### src/rtl/pc_fetch_ctrl_if.sv
// pc_fetch_ctrl_if: instruction-memory fetch handshake.
//   IM_REQ : fetch request from the controller, address is the current PC
//   IM_ACK : instruction word valid this cycle, from instruction memory
interface pc_fetch_ctrl_if;
    logic IM_REQ;
    logic IM_ACK;
    modport master (output IM_REQ, input IM_ACK);
    modport slave  (input IM_REQ, output IM_ACK);
endinterface

### src/rtl/pc_fetch_ctrl.sv
// pc_fetch_ctrl: program-counter sequencing controller for the single-cycle MIPS core.
//   CLK, RST            : clock (rising edge), asynchronous active-high reset
//   PC_curr / PC_next   : current PC in, next PC out (pc register loads every cycle)
//   START, STEP         : run freely / execute one instruction from HALTED
//   HALT_REQ            : break/syscall decode, sampled in EXEC
//   im                  : IM_REQ/IM_ACK fetch handshake
//   Branch, Zero, Jump, JR, SignImm, JIdx, RegTarget, Illegal : decode/datapath inputs
//   INSTR_VALID         : commit strobe (one cycle per executed instruction)
//   HALTED              : controller is halted
//   EPC, CAUSE          : faulting PC and cause (1 illegal op, 2 misaligned target)
//   INSTR_CNT           : committed-instruction counter
module pc_fetch_ctrl #(
    parameter int WL = 32,
    parameter logic [WL-1:0] EXC_VEC = 'h180
) (
    input  logic           CLK,
    input  logic           RST,
    input  logic [WL-1:0]  PC_curr,
    output logic [WL-1:0]  PC_next,
    input  logic           START,
    input  logic           STEP,
    input  logic           HALT_REQ,
    pc_fetch_ctrl_if.master im,
    input  logic           Branch,
    input  logic           Zero,
    input  logic           Jump,
    input  logic           JR,
    input  logic [WL-1:0]  SignImm,
    input  logic [25:0]    JIdx,
    input  logic [WL-1:0]  RegTarget,
    input  logic           Illegal,
    output logic           INSTR_VALID,
    output logic           HALTED,
    output logic [WL-1:0]  EPC,
    output logic [1:0]     CAUSE,
    output logic [31:0]    INSTR_CNT
);
    localparam logic [1:0] S_IDLE   = 2'd0;
    localparam logic [1:0] S_FETCH  = 2'd1;
    localparam logic [1:0] S_EXEC   = 2'd2;
    localparam logic [1:0] S_HALTED = 2'd3;

    logic [1:0]    state_q, state_d;
    logic          step_q, step_d;
    logic [WL-1:0] epc_q, epc_d;
    logic [1:0]    cause_q, cause_d;
    logic [31:0]   cnt_q, cnt_d;
    logic [WL-1:0] pc4;

    assign pc4 = PC_curr + WL'(4);

    always_comb begin
        state_d = state_q;
        step_d  = step_q;
        epc_d   = epc_q;
        cause_d = cause_q;
        cnt_d   = cnt_q;
        PC_next = PC_curr;
        case (state_q)
            S_IDLE: if (START) begin
                state_d = S_FETCH;
                step_d  = 1'b0;
            end
            S_FETCH: if (im.IM_ACK) state_d = S_EXEC;
            S_EXEC: begin
                // step_mode sends every instruction straight back to HALTED
                state_d = (HALT_REQ || step_q) ? S_HALTED : S_FETCH;
                cnt_d   = cnt_q + 32'd1;
                if (Illegal) begin
                    PC_next = EXC_VEC;
                    epc_d   = PC_curr;
                    cause_d = 2'd1;
                end else if (JR && RegTarget[1:0] != 2'b00) begin
                    PC_next = EXC_VEC;
                    epc_d   = PC_curr;
                    cause_d = 2'd2;
                end else if (JR)
                    PC_next = RegTarget;
                else if (Jump)
                    PC_next = {pc4[WL-1:28], JIdx, 2'b00};
                else if (Branch && Zero)
                    PC_next = pc4 + (SignImm << 2);
                else
                    PC_next = pc4;
            end
            default: if (START) begin
                state_d = S_FETCH;
                step_d  = 1'b0;
            end else if (STEP) begin
                state_d = S_FETCH;
                step_d  = 1'b1;
            end
        endcase
    end

    always_ff @(posedge CLK or posedge RST) begin
        if (RST) begin
            state_q <= S_IDLE;
            step_q  <= 1'b0;
            epc_q   <= '0;
            cause_q <= 2'd0;
            cnt_q   <= 32'd0;
        end else begin
            state_q <= state_d;
            step_q  <= step_d;
            epc_q   <= epc_d;
            cause_q <= cause_d;
            cnt_q   <= cnt_d;
        end
    end

    // state_q clears asynchronously, so IM_REQ falls in the same cycle RST rises
    assign im.IM_REQ   = (state_q == S_FETCH);
    assign INSTR_VALID = (state_q == S_EXEC);
    assign HALTED      = (state_q == S_HALTED);
    assign EPC         = epc_q;
    assign CAUSE       = cause_q;
    assign INSTR_CNT   = cnt_q;
endmodule

### src/flat_wrapper.sv
// flat-port wrapper written by rule: the top's interface ports become plain ports
module pc_fetch_ctrl_flat 
#(
    parameter int WL = 32,
    parameter logic [WL-1:0] EXC_VEC = 'h180
)
  (CLK, RST, PC_curr, PC_next, START, STEP, HALT_REQ, Branch, Zero, Jump, JR, SignImm, JIdx, RegTarget, Illegal, INSTR_VALID, HALTED, EPC, CAUSE, INSTR_CNT, im_IM_REQ, im_IM_ACK);
  pc_fetch_ctrl_if im_i ();
  input  logic CLK;
  input  logic RST;
  input  logic [WL-1:0] PC_curr;
  output logic [WL-1:0] PC_next;
  input  logic START;
  input  logic STEP;
  input  logic HALT_REQ;
  input  logic Branch;
  input  logic Zero;
  input  logic Jump;
  input  logic JR;
  input  logic [WL-1:0] SignImm;
  input  logic [25:0] JIdx;
  input  logic [WL-1:0] RegTarget;
  input  logic Illegal;
  output logic INSTR_VALID;
  output logic HALTED;
  output logic [WL-1:0] EPC;
  output logic [1:0] CAUSE;
  output logic [31:0] INSTR_CNT;
  output wire logic [$bits(im_i.IM_REQ)-1:0] im_IM_REQ;
  input wire logic [$bits(im_i.IM_ACK)-1:0] im_IM_ACK;
  assign im_IM_REQ = im_i.IM_REQ;
  assign im_i.IM_ACK = im_IM_ACK;
  pc_fetch_ctrl #(.WL(WL), .EXC_VEC(EXC_VEC)) u_core (.CLK(CLK), .RST(RST), .PC_curr(PC_curr), .PC_next(PC_next), .START(START), .STEP(STEP), .HALT_REQ(HALT_REQ), .im(im_i), .Branch(Branch), .Zero(Zero), .Jump(Jump), .JR(JR), .SignImm(SignImm), .JIdx(JIdx), .RegTarget(RegTarget), .Illegal(Illegal), .INSTR_VALID(INSTR_VALID), .HALTED(HALTED), .EPC(EPC), .CAUSE(CAUSE), .INSTR_CNT(INSTR_CNT));
endmodule
### config.mk
export PLATFORM = sky130hd
export DESIGN_NAME = pc_fetch_ctrl_flat
export DESIGN_NICKNAME = d
export VERILOG_FILES = /design/src/rtl/pc_fetch_ctrl_if.sv /design/src/rtl/pc_fetch_ctrl.sv /design/src/flat_wrapper.sv
export SDC_FILE = /design/constraint.sdc
export NUM_CORES = 1
export LEC_CHECK = 0
export CORE_MARGIN = 1
export CORE_UTILIZATION = 35
export CTS_BUF_LIST = sky130_fd_sc_hd__clkbuf_4
export CTS_CLUSTER_DIAMETER = 30
export CTS_CLUSTER_SIZE = 12
export DETAILED_ROUTE_END_ITERATION = 16
export PLACE_DENSITY_LB_ADDON = 0.3
export SETUP_SLACK_MARGIN = 0.4
export SLEW_MARGIN = 15
export SYNTH_ARGS = -nofsm -noshare
export SYNTH_HDL_FRONTEND = slang
export SYNTH_SLANG_ARGS = --single-unit
### constraint.sdc
create_clock -name CLK -period 7.55 [get_ports CLK]
set_input_delay 1.8875 -clock CLK [delete_from_list [all_inputs] [get_ports CLK]]
set_output_delay 1.8875 -clock CLK [all_outputs]
set_load 0.01 [all_outputs]
Word level (Yosys, flattened, before mapping)
Index checks and enable logic that the tools add are counted.
{ "totals": {"reg_bits": 69, "elab_cells": 46, "in_bits": 133, "out_inout_bits": 101} }
{ "op_classes": {"n_reduce_logical": 12, "bitwise": 1, "eq_ne": 5, "addsub": 3, "mux": 20} }
{ "op_table": {"columns": ["op", "count"], "rows": [
  ["$mux W32", 8],
  ["$add A32 B1 Y32 const B", 1],
  ["$add A32 B3 Y32 const B", 1],
  ["$add A32 B32 Y32", 1],
  ["$mux W2", 7],
  ["$pmux W2 S3", 1],
  ["$reduce_and A3 Y1", 2],
  ["$reduce_bool A2 Y1", 3],
  ["$eq A2 B2 Y1 const B", 2],
  ["$reduce_bool A4 Y1", 1],
  ["$mux W1", 3],
  ["$eq A2 B1 Y1 const B", 1],
  ["$logic_and A1 B1 Y1", 2],
  ["$logic_not A2 Y1", 1],
  ["$ne A2 B1 Y1 const B", 1],
  ["$ne A2 B2 Y1 const B", 1],
  ["$pmux W1 S2", 1],
  ["$reduce_and A2 Y1", 1],
  ["$reduce_or A2 Y1", 1],
  ["$logic_or A1 B1 Y1", 1],
  ["$not A1 Y1", 1]
]} }

Logic depth before layout (Yosys ltp)
{ "logic_depth": {"depth_word": 8, "mapped_depth": 18, "ltp_nobuf": 16} }

Least setup slack after synthesis
OpenSTA, ideal clock, no wires.
{ "synth_path": {"path_type": "input port to output port", "start": "input port PC_curr[5]", "end": "output port PC_next[31]", "setup_slack_ns": 0.422, "path_buffers": 1, "required_time_ns": 5.662, "t_arrival_ns": 5.240, "stages": 15, "path_cell_list": "and4_1 > clkbuf_1 > nand3_1 > nor2_1 > xor2_1 > ha_1 > and3_1 > and3_1 > a221o_1 > o31a_1 > o211ai_1 > o211ai_2 > xnor2_1 > mux2_1 > a221o_1"} }
{ "synth_between": {"elab_chain_len": 8} }
{ "synth_rtl": {"columns": ["element", "line_no", "source"], "rows": [
  ["start, declared", "flat_wrapper.sv:11", "input logic [WL-1:0] PC_curr;"],
  ["$add A32 B3 Y32 (*)", "pc_fetch_ctrl.sv:50", "assign pc4 = PC_curr + WL'(4);"],
  ["$add A32 B32 Y32", "pc_fetch_ctrl.sv:82", "PC_next = pc4 + (SignImm << 2);"],
  ["$mux W32", "pc_fetch_ctrl.sv:81", "else if (Branch && Zero)"],
  ["$mux W32 (*)", "pc_fetch_ctrl.sv:79", "else if (Jump)"],
  ["$mux W32 (*)", "pc_fetch_ctrl.sv:77", "end else if (JR)"],
  ["$mux W32 (*)", "pc_fetch_ctrl.sv:73", "end else if (JR && RegTarget[1:0] != 2'b00) begin"],
  ["$mux W32 (*)", "pc_fetch_ctrl.sv:69", "if (Illegal) begin"],
  ["$mux W32 (*)", "pc_fetch_ctrl.sv:59", "case (state_q)"],
  ["end, declared", "flat_wrapper.sv:12", "output logic [WL-1:0] PC_next;"]
]} }
Mark *: on every way between the ends. The rest lies on a longest branch, timed or not.

Worst setup path in the final report
{ "layout_path": {"start": "input port PC_curr[6]", "end": "output port PC_next[31]"} }
Same word-level chain as after synthesis.

==> results.yml <==
synth:
  syn_nets: 926
  synthesis.area_um2: 6122
  yosysTopAreaCell: "dfrtp_1"
  syn_avg_cell_area_um2: 8.152
  synth-seq-area-share_pct: 28.20
  synthFlopType: "dfrtp_1"
  synth_edf_count: 0
  synthCells: 751
  async_reset_ff_share_pct: 100.0
  yosys_warnings: 0
  yosysMostFrequentCell: "nand2_1"
  ys_top_cells_by_area: "dfrtp_1 (28%), ha_1 (8.4%), xnor2_1 (7.6%)"
  synth.distinct_cells: 60
  synth.ff_latch_count: 69
  yosysTopAreaCellShare_pct: 28.20
  ys_top_cells_by_count: "nand2_1 (80), dfrtp_1 (69), nor2_1 (59)"
global_route:
  grt_util_met3_pct: 6.311
  grtUsageMet2_pct: 45.42
  gr-usage-all-layers_pct: 26.53
  grt-busiest-layer: "met2"
  grt_max_degree: 70
  gr-total-overflow: 0
  grtUsageMet1_pct: 31.51
  grt_pass1_wl_um: 37040
  antenna_found_initial: 1
  grt_pass1_vias: 7047
cts:
  clk_latency_ps: 410
  cts_buffers: 9
  cts_root_buf: "clkbuf_4"
  h-tree-depth: 3
  clk_path_buf_depth: 2
  cts_tree: "done"
  hold_buffers: 0
  cts.sinks: 69
  cts.clk_slew.worst_paths_ps: 110
layout:
  fillers: 1496
  area_growth_pct: 75.35
  multi_input_area_um2: 4862
  drive_gt1_share_pct: 30.77
  fin_util_pct: 63.83
  nets: 1315
  ff_latch_area_um2: 1727
worst_hold_path:
  min_path_type: "flop to flop"
  hold_start: "u_core.CAUSE[0]$_DFFE_PP0P_"
setup_path:
  timing.rr.start: "u_core.state_q[0]$_DFFE_PP0P_"
  crit_slowest_cell: "o31a_1"
  critPathMaxFanout: 6
  cp-startpoint: "PC_curr[6]"
  path_cells: "buf_6, and4_4, nand4_1, xnor2_2, ha_4, o21ai_2, o21bai_1, a21o_1, a221o_1, o31a_1, o211ai_1, o211ai_2, xnor2_1, mux2_1, a221o_1, buf_2"
  required_ps: 5660
  cp-start-kind: "input pin"
  crit_arrival_ps: 5420
  end_kind: "output pin"
  criticalPathCategory: "input pin to output pin"
  crit_path_frequent_cell: "a221o_1"
  crit_path_max_incr_delay_ps: 360
detailed_routing:
  drt_iter0_markers: 350
  post_drt_via_cell_ratio: 5.349
  drt_pass1_iterations: 5
  finalWirelength_um: 24900
  vias: 7301
  wl_per_cell_um: 18.24
  drtAntennaViolNets: 0
  drcViolationCount: 0
place:
  gp_congestion: 0.9464
  dp_hpwl_um: 18900
  port_buffers: 231
sta:
  setup_violations: 0
  hold_viol: 0
  worstMarginPinSlew_ps: 892.8
  finClkSkew_ps: 6.557
  fmax_ghz: 0.1368
  hold_ws_ps: 490.7
  slew_headroom_pct: 40.48
  fin_crit_sh_pct: 96.85
  min_period_ps: 7312
  finalMaxSlewViolations: 0
  rsz0062_at_grt: "true"
power:
  power.density_nw_per_um2: 169.2
  p_leak_nw: 4.758
  vdd_ir_drop_max_v: 0.0001943
floorplanning:
  initial_core_util_pct: 36.40
  die_w_um: 134.3
  dieArea_um2: 18020
  pin_count: 234
  rows: 47
  chipHeight_um: 134.3
  core-area_um2: 16820
flow_run:
  maxCapViolations: 0
run_status:
  status: "finished, final reports clean"
[routing by layer]
| metal | wire, µm | part of all wire (%) |
|---|---|---|
| met5 | 0 | 0 |
| met4 | 1106 | 4.4 |
| met3 | 1910 | 7.7 |
| met1 | 9923 | 40 |
| met2 | 11960 | 48 |
[cell type report]
class,count,area share (%)
inverters,30,1.049
repair buffers,414,34.07
clock inverters,6,0.2914
diodes,1,0.02331
flip-flops and latches,69,16.08
well taps,220,2.564
clock buffers,9,0.6294
multi-input cells,616,45.29
[timing repair]
action,in CTS,in global routing
pin swaps,71,64
resized for setup,195,86
setup buffers,25,14
endpoints found under the setup margin,25,21
[cell families after synthesis]
kind of cell	Yosys count	synth area share, %
AOI/OAI and AO/OA	210	22.48
xor gates and xnor gates	78	11.16
adders and majority gates	42	8.706
buffers and inverters	66	4.046
DFF	69	28.20
muxes	29	5.252
and+or+nand+nor	257	20.15
[worst max-delay path: cells and delay by family]
family	cells	cell delay [ps]
AO/OA/AOI/OAI	8	1800
AND/OR/NAND/NOR	2	470
adder cells (fa/ha/maj)	1	250
multiplexers	1	330
XOR/XNOR	2	450
buffers and inverters	2	220
[registers in the layout, summed over array words and instances, names as in the netlist]
signal,count
u_core.EPC,32
u_core.INSTR_CNT,32
u_core.CAUSE,2
u_core.state_q,2
u_core.step_q,1
[stage by stage]
step           instances  instance area [µm²]  setup TNS, ps  power (W)  setup slack [ps]
6_report            1365                10740              0   0.001817             237.7
5_1_grt             1365                10740              0   0.001934             102.2
4_1_cts             1350                10340              0   0.001795             285.8
3_5_place_dp        1310                 9658          -8851   0.001571            -768.4
3_3_place_gp        1310                 9658          -8414   0.001559            -807.9
2_1_floorplan        751                 6122              0  0.0009995             422.0
[power breakdown]
group | switching (W) | internal (W) | leakage [nW]
Clock | 0.000129 | 0.0000624 | 0.0588
Combinational | 0.000487 | 0.000592 | 3.81
Sequential | 0.0000689 | 0.000477 | 0.891
Total | 0.000685 | 0.00113 | 4.76
[placed cells by master (no fill, tap or decap), types with 7 or more instances in the layout]
cell type,synthesis,final
clkdlybuf4s50_1,0,190
ha_4,0,13
nand2_1,80,77
a21o_1,18,18
buf_6,0,20
and3_1,17,14
buf_2,0,11
a21oi_2,0,10
o21a_1,9,9
xnor2_1,53,43
nand3_1,35,28
dfrtp_1,69,69
o22ai_1,12,10
ha_1,41,25
nand2b_1,12,11
inv_1,29,27
clkbuf_4,0,10
clkbuf_2,0,7
mux2_2,24,24
nor2_1,59,53
o21ai_1,0,9
nand4_1,15,15
dlygate4sd2_1,0,9
xor2_1,25,22
o211ai_1,12,12
a21oi_1,43,32
xnor2_2,0,8
o21ai_0,54,43
buf_4,0,169
[path summary, 6_finish.rpt]
| path | to | slack, ps | cells past startpoint |
|---|---|---|---|
| min in group asynchronous | u_core.INSTR_CNT[18]$_DFFE_PP0P_ | 2060 | 3 |
| max in group asynchronous | u_core.INSTR_CNT[10]$_DFFE_PP0P_ | 4930 | 3 |
| max reg2reg | u_core.EPC[16]$_DFFE_PP0P_ | 4770 | 7 |
| max | PC_next[31] | 240 | 16 |
| min | u_core.CAUSE[0]$_DFFE_PP0P_ | 490 | 2 |
| min reg2reg | u_core.CAUSE[0]$_DFFE_PP0P_ | 490 | 2 |
Note: power is estimated with default switching activity, not from simulation.
